$ cat config.mk
export PLATFORM = sky130hd
export DESIGN_NAME = hazard_scoreboard
export DESIGN_NICKNAME = d
export VERILOG_FILES = /design/src/rtl/hazard_scoreboard_pkg.sv /design/src/rtl/hazard_scoreboard_entry.sv /design/src/rtl/hazard_scoreboard.sv
export SDC_FILE = /design/constraint.sdc
export NUM_CORES = 1
export LEC_CHECK = 0
export BUFFER_PORTS_ARGS = -buffer_cell sky130_fd_sc_hd__buf_4
export CAP_MARGIN = 15
export CELL_PAD_IN_SITES_DETAIL_PLACEMENT = 1
export CELL_PAD_IN_SITES_GLOBAL_PLACEMENT = 1
export CORE_MARGIN = 10
export CORE_UTILIZATION = 35
export DETAILED_ROUTE_END_ITERATION = 8
export GPL_TIMING_DRIVEN = 1
export PLACE_DENSITY_LB_ADDON = 0.1
export SETUP_SLACK_MARGIN = 0.15
export SLEW_MARGIN = 20
export SYNTH_ARGS = -nofsm -noshare
export SYNTH_HDL_FRONTEND = slang
export SYNTH_HIERARCHICAL = 1
export SYNTH_SLANG_ARGS = --single-unit
$ cat constraint.sdc
create_clock -name clk -period 3.5 [get_ports clk]
set_clock_uncertainty 0.15 [all_clocks]
set_input_delay 0.525 -clock clk [delete_from_list [all_inputs] [get_ports clk]]
set_output_delay 0.525 -clock clk [all_outputs]
set_load 0.01 [all_outputs]
$ cat src/rtl/hazard_scoreboard_pkg.sv
// Shared constants and producer-class encodings for the operand hazard scoreboard.
package hazard_scoreboard_pkg;

    localparam int SB_NREG      = 32;
    localparam int SB_AW        = 5;
    localparam int SB_LOAD_WAIT = 1;
    localparam int SB_CW        = 2;

    typedef enum logic [1:0] {
        PC_ALU  = 2'd0,
        PC_LOAD = 2'd1,
        PC_MDU  = 2'd2,
        PC_RSVD = 2'd3
    } pclass_e;

endpackage

$ cat src/rtl/hazard_scoreboard_entry.sv
// One scoreboard entry: bubble countdown plus long-latency (MDU) pending flag.
module sb_entry
    import hazard_scoreboard_pkg::*;
#(
    parameter int CW        = SB_CW,
    parameter int LOAD_WAIT = SB_LOAD_WAIT
) (
    input  logic          clk,
    input  logic          rst,
    input  logic          issue,
    input  logic [1:0]    cls,
    input  logic          mdu_release,
    output logic [CW-1:0] cnt,
    output logic          lng,
    output logic          busy
);

    logic [CW-1:0] cnt_nxt;
    logic          lng_nxt;

    // Issue is evaluated last so it overrides both decrement and release.
    always_comb begin
        cnt_nxt = (cnt != '0) ? cnt - CW'(1) : cnt;
        lng_nxt = lng;
        if (mdu_release)
            lng_nxt = 1'b0;
        if (issue) begin
            case (pclass_e'(cls))
                PC_LOAD: cnt_nxt = CW'(LOAD_WAIT);
                PC_MDU:  lng_nxt = 1'b1;
                default: cnt_nxt = '0;
            endcase
        end
    end

    always_ff @(posedge clk or posedge rst) begin
        if (rst) begin
            cnt <= '0;
            lng <= 1'b0;
        end else begin
            cnt <= cnt_nxt;
            lng <= lng_nxt;
        end
    end

    assign busy = (cnt != '0) | lng;

endmodule

$ cat src/rtl/hazard_scoreboard.sv
// ID-stage hazard scoreboard: tracks in-flight register writes and stalls
// consumers whose operands are not yet reachable through the bypass network.
module hazard_scoreboard
    import hazard_scoreboard_pkg::*;
#(
    parameter int NREG      = SB_NREG,
    parameter int AW        = SB_AW,
    parameter int LOAD_WAIT = SB_LOAD_WAIT,
    parameter int CW        = SB_CW
) (
    input  logic            clk,
    input  logic            rst,
    input  logic            id_valid,
    input  logic [AW-1:0]   id_rs,
    input  logic            id_rs_used,
    input  logic [AW-1:0]   id_rt,
    input  logic            id_rt_used,
    input  logic [AW-1:0]   id_rd,
    input  logic            id_regwr,
    input  logic [1:0]      id_class,
    input  logic            id_flush,
    input  logic            mdu_done,
    input  logic [AW-1:0]   mdu_rd,
    output logic            stall,
    output logic            rs_wait,
    output logic            rt_wait,
    output logic            mdu_busy,
    output logic [NREG-1:0] busy_vec
);

    logic [CW-1:0] cnt [NREG];
    logic          lng [NREG];
    logic          mdu_pend;
    logic [AW-1:0] mdu_dst;
    logic          waw;
    logic          mdu_conflict;
    logic          issue;

    assign cnt[0]      = '0;
    assign lng[0]      = 1'b0;
    assign busy_vec[0] = 1'b0;

    for (genvar r = 1; r < NREG; r++) begin : g_entry
        sb_entry #(
            .CW        (CW),
            .LOAD_WAIT (LOAD_WAIT)
        ) u_entry (
            .clk         (clk),
            .rst         (rst),
            .issue       (issue && (id_rd == AW'(r))),
            .cls         (id_class),
            .mdu_release (mdu_done && (mdu_rd == AW'(r))),
            .cnt         (cnt[r]),
            .lng         (lng[r]),
            .busy        (busy_vec[r])
        );
    end

    always_comb begin
        rs_wait      = id_valid && id_rs_used && (id_rs != '0) &&
                       ((cnt[id_rs] != '0) || lng[id_rs]);
        rt_wait      = id_valid && id_rt_used && (id_rt != '0) &&
                       ((cnt[id_rt] != '0) || lng[id_rt]);
        waw          = id_valid && id_regwr && (id_rd != '0) && lng[id_rd];
        mdu_conflict = id_valid && (pclass_e'(id_class) == PC_MDU) && mdu_pend;
        stall        = !id_flush && (rs_wait || rt_wait || waw || mdu_conflict);
        issue        = id_valid && !stall && !id_flush && id_regwr && (id_rd != '0);
    end

    // Only one MDU op may be outstanding; a new issue wins over a same-cycle completion.
    always_ff @(posedge clk or posedge rst) begin
        if (rst) begin
            mdu_pend <= 1'b0;
            mdu_dst  <= '0;
        end else begin
            if (mdu_done)
                mdu_pend <= 1'b0;
            if (issue && (pclass_e'(id_class) == PC_MDU)) begin
                mdu_pend <= 1'b1;
                mdu_dst  <= id_rd;
            end
        end
    end

    assign mdu_busy = mdu_pend;

endmodule

==> results of run 1 <==
==> per-stage QoR <==
stage	std cells	setup TNS (ns)	total power, µW	hold slack, ns
after floorplan	891	0	1749	0.1037
after global routing	1281	0	3550	0.09891
final	1281	0	3370	0.08428
after CTS	1273	0	3352	0.08395
after global placement	1252	-0.2806	2205	0.3433
after detailed placement	1252	-1.425	2215	0.3446
==> cell usage after synthesis (3+ instances only) <==
library cell | number | area share
mux2i_1 | 7 | 0.0097
inv_1 | 197 | 0.10
o22ai_1 | 3 | 0.0026
clkbuf_1 | 20 | 0.010
nor2_1 | 74 | 0.038
nand2_1 | 51 | 0.026
nor2b_1 | 43 | 0.037
and3_1 | 3 | 0.0026
nor3b_1 | 3 | 0.0031
or3_1 | 33 | 0.029
nand2b_1 | 3 | 0.0026
nor3_1 | 29 | 0.020
nand4_1 | 7 | 0.0061
nand3b_1 | 34 | 0.035
a211o_1 | 3 | 0.0036
o21ai_0 | 36 | 0.025
a211oi_1 | 3 | 0.0031
a21oi_1 | 8 | 0.0055
o21ai_2 | 60 | 0.073
buf_6 | 4 | 0.0062
a22oi_1 | 6 | 0.0062
a2111oi_0 | 4 | 0.0048
nor4b_1 | 4 | 0.0048
nor4_1 | 42 | 0.036
mux4_2 | 9 | 0.028
nand3_1 | 18 | 0.012
dfrtp_1 | 94 | 0.33
a31oi_1 | 3 | 0.0026
ha_1 | 62 | 0.11
==> cells by family after synthesis <==
kind of cell | Yosys count | share of synthesized area
muxes | 17 | 0.03925
AOI/OAI and AO/OA | 142 | 0.1456
other | 1 | 0.0005182
and+or+nand+nor | 350 | 0.2602
buffers and inverters | 225 | 0.1222
adders and majority gates | 62 | 0.1072
DFF | 94 | 0.3250
==> sequential cells by signal, summed over array words and instances, names as in the netlist <==
signal / flops
g_entry.u_entry/cnt: 62
g_entry.u_entry/lng: 31
mdu_busy: 1
==> final timing paths <==
kind	startpoint	end	depth (start not counted)
worst max-delay path	g_entry[22].u_entry/lng	stall	7
worst min-delay path	rst	mdu_busy	2
worst max register to register	g_entry[21].u_entry/lng	g_entry[24].u_entry/cnt[0]	12
worst min register to register	g_entry[5].u_entry/cnt[0]	g_entry[5].u_entry/cnt[0]	1
max in group asynchronous	rst	g_entry[22].u_entry/lng	2
min in group clk	mdu_done	mdu_busy	2
==> layout make-up <==
type / count / share of cell area
multi-input combinational: 572 / 0.4679
sequential: 94 / 0.2628
timing repair buffer: 133 / 0.1131
inverter: 197 / 0.08243
tap: 270 / 0.03766
clock buffer: 12 / 0.02859
clock inverter: 3 / 0.007531
==> per-layer routing <==
layer	GRT usage	vias up	wire length, µm
met1	0.2571	3328	11840
met5	0	-	0
met4	0.04590	0	269
met2	0.3003	98	11510
met3	0.02378	16	913
li1	-	3210	-
==> cells in the final DEF (no fill, tap or decap), drive strengths merged, types with 5 or more instances in the layout <==
cell type,count
a2111oi,5
a21oi,8
a22oi,6
buf,133
clkbuf,12
dfrtp,94
ha,62
inv,197
mux2i,7
mux4,9
nand2,52
nand3,18
nand3b,34
nand4,7
nor2,74
nor2b,43
nor3,29
nor4,43
o21ai,97
or3,33
==> timing repair <==
item	4_1_cts	5_1_grt
pin swaps	4	1
buffers inserted	6	8
cloned	0	0
resized for setup	6	28
endpoints found under the setup margin	14	65
==> power by group through the flow <==
stage               registers [µW]  clock network, µW  logic, µW
finish                        1290               1120        965
floorplan                     1250                  0        500
detailed placement            1310                  0        908
global route                  1300               1180       1070
CTS                           1290               1130        938
global placement              1310                  0        898
==> impl_metrics.py, run 1 <==
metrics = {
    "floorplanning": {
        "die_y_um": 163.8,
        "dieArea_um2": 26830,
        "num_rows": 52,
        "fp.dieW_um": 163.8,
        "start_util": 0.3565,
        "io_pins": 66,
        "coreArea_um2": 20300,
    },
    "setup_path": {
        "r2r_setup_slack_ns": 0.21,
        "path_buf_inv": 2,
        "crit_family": "compound AO/OA/AOI/OAI gates",
        "critical_path.cell_chain": "buf_4, mux4_2, mux2_2, o21ai_1, a221oi_4, o31a_1, buf_6",
        "crit_type": "reg -> out",
        "slowest_delay_ns": 0.48,
        "start_kind": "register",
        "worst-path-max-fanout": 11,
        "endpoint_kind": "output port",
        "slowest_stage": "mux4_2",
        "critPathArrivalTime_ns": 2.66,
        "worstPathRequired_ns": 2.82,
    },
    "global_routing": {
        "gr-total-overflow": 0,
        "antenna_found_initial": 0,
        "grt_pass1_wl_um": 38850,
        "grt_pass1_vias": 6827,
        "gr-usage-all-layers": 0.1857,
        "grt_max_degree": 63,
    },
    "job": {
        "drv_cap": 0,
    },
    "final_layout": {
        "seq_area_um2": 2357,
        "nets": 1099,
        "multi_input_comb_area_um2": 4198,
        "n_antenna_cell": 0,
        "num-fill-cells": 2514,
        "fin_area_um2": 8971,
        "synthToLayoutAreaGrowth_pct": 23.96,
        "final_util": 0.4419,
        "layout-drive-gt1-share": 0.2443,
    },
    "clocking": {
        "cts-root-buf": "clkbuf_16",
        "insertion_delay_ns": 0.36,
        "cts.clk_slew.worst_paths_ns": 0.07,
        "cts_tree": "done",
        "cts_hold_buf": 0,
        "cts_htree_levels": 3,
        "numCtsBuffers": 9,
        "clock-sinks": 94,
        "ctsLongestPathBuffers": 2,
    },
    "pwr": {
        "swShare": 0.3261,
        "clockPowerShare": 0.331,
        "seqPwrFrac": 0.382,
        "power_density_nw_per_um2": 375.6,
        "combPwrFrac": 0.286,
        "p_sw_uw": 1099,
        "vdd_ir_drop_max_mv": 0.2159,
        "internal-power_uw": 2271,
        "p_leak_uw": 0.004175,
    },
    "route": {
        "drt_iter0_drc": 323,
        "avgRoutedWirePerCell_um": 19.15,
        "via_per_inst": 5.193,
        "wirelength_um": 24530,
        "dr.pass1.iters": 4,
        "drc": 0,
        "ant_nets": 0,
        "via_count": 6652,
    },
    "synthesis": {
        "synthArstFlopShare": 1.000,
        "syn_nets": 983,
        "synthesis.area_um2": 7237,
        "ys_seq_area_frac": 0.3250,
        "synth-seq-cells": 94,
        "synth_cell_type_count": 50,
        "yosysWarnings": 6,
        "synth_edf_count": 0,
        "synth_flop_cell": "dfrtp_1",
        "syn_area_per_cell_um2": 8.122,
        "synthCells": 891,
    },
    "hold_path": {
        "hp-class": "in -> async",
    },
    "sta": {
        "final_hold_viol_count": 0,
        "setup_viol": 0,
        "fmax_mhz": 300.1,
        "max_slew_margin": 0.3143,
        "worstMarginPinSlew_ns": 1.025,
        "worst_slack_ns": 0.1682,
        "min_period_ns": 3.332,
        "period_share": 0.9519,
        "maxSlewViolCount": 0,
        "rsz0062_at_grt": "true",
    },
    "placed_design": {
        "place_congestion": 0.8439,
        "dp_hpwl_um": 18800,
        "placed_cell_area_um2": 8353,
        "place_ws_ns": -0.1413,
        "port-buffer-count": 64,
    },
    "status": {
        "status": "completed",
    },
}
Power figures use the tool's default switching activity.
==> run 2, diff against run 1 <==
RECOVER_POWER = 25   (was unset)
==> run 2 against run 1 <==
- the run now ends with max-capacitance violations, max-slew violations left
- non-clock buffer count is the same
- clock-buffer cell count is the same
- sequential power is essentially flat
- hold slack gained 0.21 ns
- final area is essentially flat
- maximum frequency is essentially flat
- sequential share of layout area is essentially flat
==> impl_metrics.py, run 2 (synthesis gave the netlist of run 1 again) <==
metrics = {
    "route": {
        "via_count": 6671,
        "ant_nets": 0,
        "via_per_inst": 5.208,
        "drc": 0,
        "dr.pass1.iters": 4,
        "drt_iter0_drc": 323,
        "avgRoutedWirePerCell_um": 19.15,
        "wirelength_um": 24530,
    },
    "sta": {
        "period_share": 0.9519,
        "min_period_ns": 3.332,
        "fin_tns_setup_ns": 0,
        "final_hold_viol_count": 0,
        "worstMarginPinSlew_ns": 2.118,
        "fin_hold_ws_ns": 0.2898,
        "max_slew_margin": -0.4118,
        "setup_viol": 0,
        "rsz0062_at_grt": "true",
        "worst_slack_ns": 0.1684,
        "maxSlewViolCount": 33,
        "fmax_mhz": 300.2,
    },
    "placed_design": {
        "port-buffer-count": 64,
        "place_congestion": 0.8439,
        "place_ws_ns": -0.1413,
        "dp_hpwl_um": 18800,
        "placed_cell_area_um2": 8353,
    },
    "final_layout": {
        "nets": 1099,
        "n_antenna_cell": 0,
        "largest_register_ff_count": 62,
        "fin_area_um2": 8967,
        "top_register": "g_entry.u_entry/cnt",
        "final_cell_mix": "197 x inv_1, 130 x buf_4, 90 x dfrtp_1",
        "synthToLayoutAreaGrowth_pct": 23.91,
        "layout-drive-gt1-share": 0.2433,
        "final_common_cell": "inv_1",
        "num-fill-cells": 2515,
    },
    "pwr": {
        "combPwrFrac": 0.287,
        "p_leak_uw": 0.004171,
        "seqPwrFrac": 0.382,
        "p_sw_uw": 1097,
        "swShare": 0.3257,
        "internal-power_uw": 2272,
        "clockPowerShare": 0.331,
        "finalPower_uw": 3370,
        "vdd_ir_drop_max_mv": 0.2151,
        "power_density_nw_per_um2": 375.8,
    },
    "floorplanning": {
        "die_y_um": 163.8,
        "dieArea_um2": 26830,
        "num_rows": 52,
        "start_util": 0.3565,
        "coreArea_um2": 20300,
        "io_pins": 66,
        "fp.dieW_um": 163.8,
    },
    "job": {
        "drv_cap": 1,
    },
    "global_routing": {
        "grt_pass1_vias": 6827,
        "antenna_found_initial": 0,
        "met2_usage": 0.3003,
        "gr-total-overflow": 0,
        "grt_pass1_wl_um": 38850,
        "grtUsageMet1": 0.2571,
        "grt_max_degree": 63,
        "global_route.peak_usage_layer": "met2",
        "grtUsageMet3": 0.02378,
        "gr-usage-all-layers": 0.1857,
    },
    "hold_path": {
        "hp-class": "in -> reg",
    },
    "status": {
        "status": "complete, but fails checks",
        "violations": "max-capacitance violations, max-slew violations",
    },
    "clocking": {
        "cts.clk_slew.worst_paths_ns": 0.07,
        "cts_tree": "done",
        "numCtsBuffers": 9,
        "cts_hold_buf": 0,
        "ctsLongestPathBuffers": 2,
        "cts_htree_levels": 3,
        "cts-root-buf": "clkbuf_16",
        "clock-sinks": 94,
        "insertion_delay_ns": 0.36,
    },
    "setup_path": {
        "endpoint_kind": "output port",
        "worst-path-max-fanout": 11,
        "worstPathRequired_ns": 2.82,
        "crit_type": "reg -> out",
        "critPathArrivalTime_ns": 2.66,
        "start_kind": "register",
    },
}
## run 2: repair_timing
item	4_1_cts	5_1_grt
buffers inserted	6	8
pin swaps	4	1
setup endpoints to repair	14	65
resized for setup	6	28
## run 2: stage by stage
stage,cells,util
floorplan,891,-
finish,1281,0.4418
detailed placement,1252,0.4115
CTS,1273,0.4313
global route,1281,0.4418
global placement,1252,0.4115
## run 2: critical path, cell delays in order, from the launching register on
cell and delay [ns]:
dfrtp_2 0.43, buf_4 0.14, mux4_2 0.48, mux2_2 0.30, o21ai_1 0.27, a221oi_4 0.19
o31a_1 0.36, buf_6 0.13
## run 2: per-layer routing
layer | wire length (µm) | vias to the layer above
met5 | 0 | -
met4 | 269 | 0
met3 | 1053 | 16
met2 | 11490 | 107
met1 | 11710 | 3341
li1 | - | 3207
## run 2: power groups by stage
stage               logic, µW  registers [µW]  clock network (µW)
finish                    966            1290                1120
detailed placement        908            1310                   0
CTS                       938            1290                1130
global route             1070            1300                1180
floorplan                 500            1250                   0
global placement          898            1310                   0
## run 2: layout make-up
type | instances | area (µm²) | share of cell area
inverter | 197 | 739.5 | 0.08246
multi-input combinational | 572 | 4198 | 0.4681
sequential | 94 | 2357 | 0.2629
tap | 270 | 337.8 | 0.03767
clock buffer | 12 | 256.5 | 0.02860
timing repair buffer | 133 | 1011 | 0.1127
clock inverter | 3 | 67.56 | 0.007535
## run 2: path summary, 6_finish.rpt
| path | start | endpoint | slack (ns) | depth (start not counted) |
|---|---|---|---|---|
| min in group asynchronous | rst | mdu_busy | 0.71 | 2 |
| min | mdu_done | mdu_busy | 0.29 | 2 |
| max | g_entry[22].u_entry/lng | stall | 0.17 | 7 |
| min reg2reg | g_entry[5].u_entry/cnt[0] | g_entry[5].u_entry/cnt[0] | 0.35 | 1 |
| max in group asynchronous | rst | g_entry[22].u_entry/lng | 2.08 | 2 |
| max reg2reg | g_entry[21].u_entry/lng | g_entry[27].u_entry/cnt[0] | 0.22 | 12 |
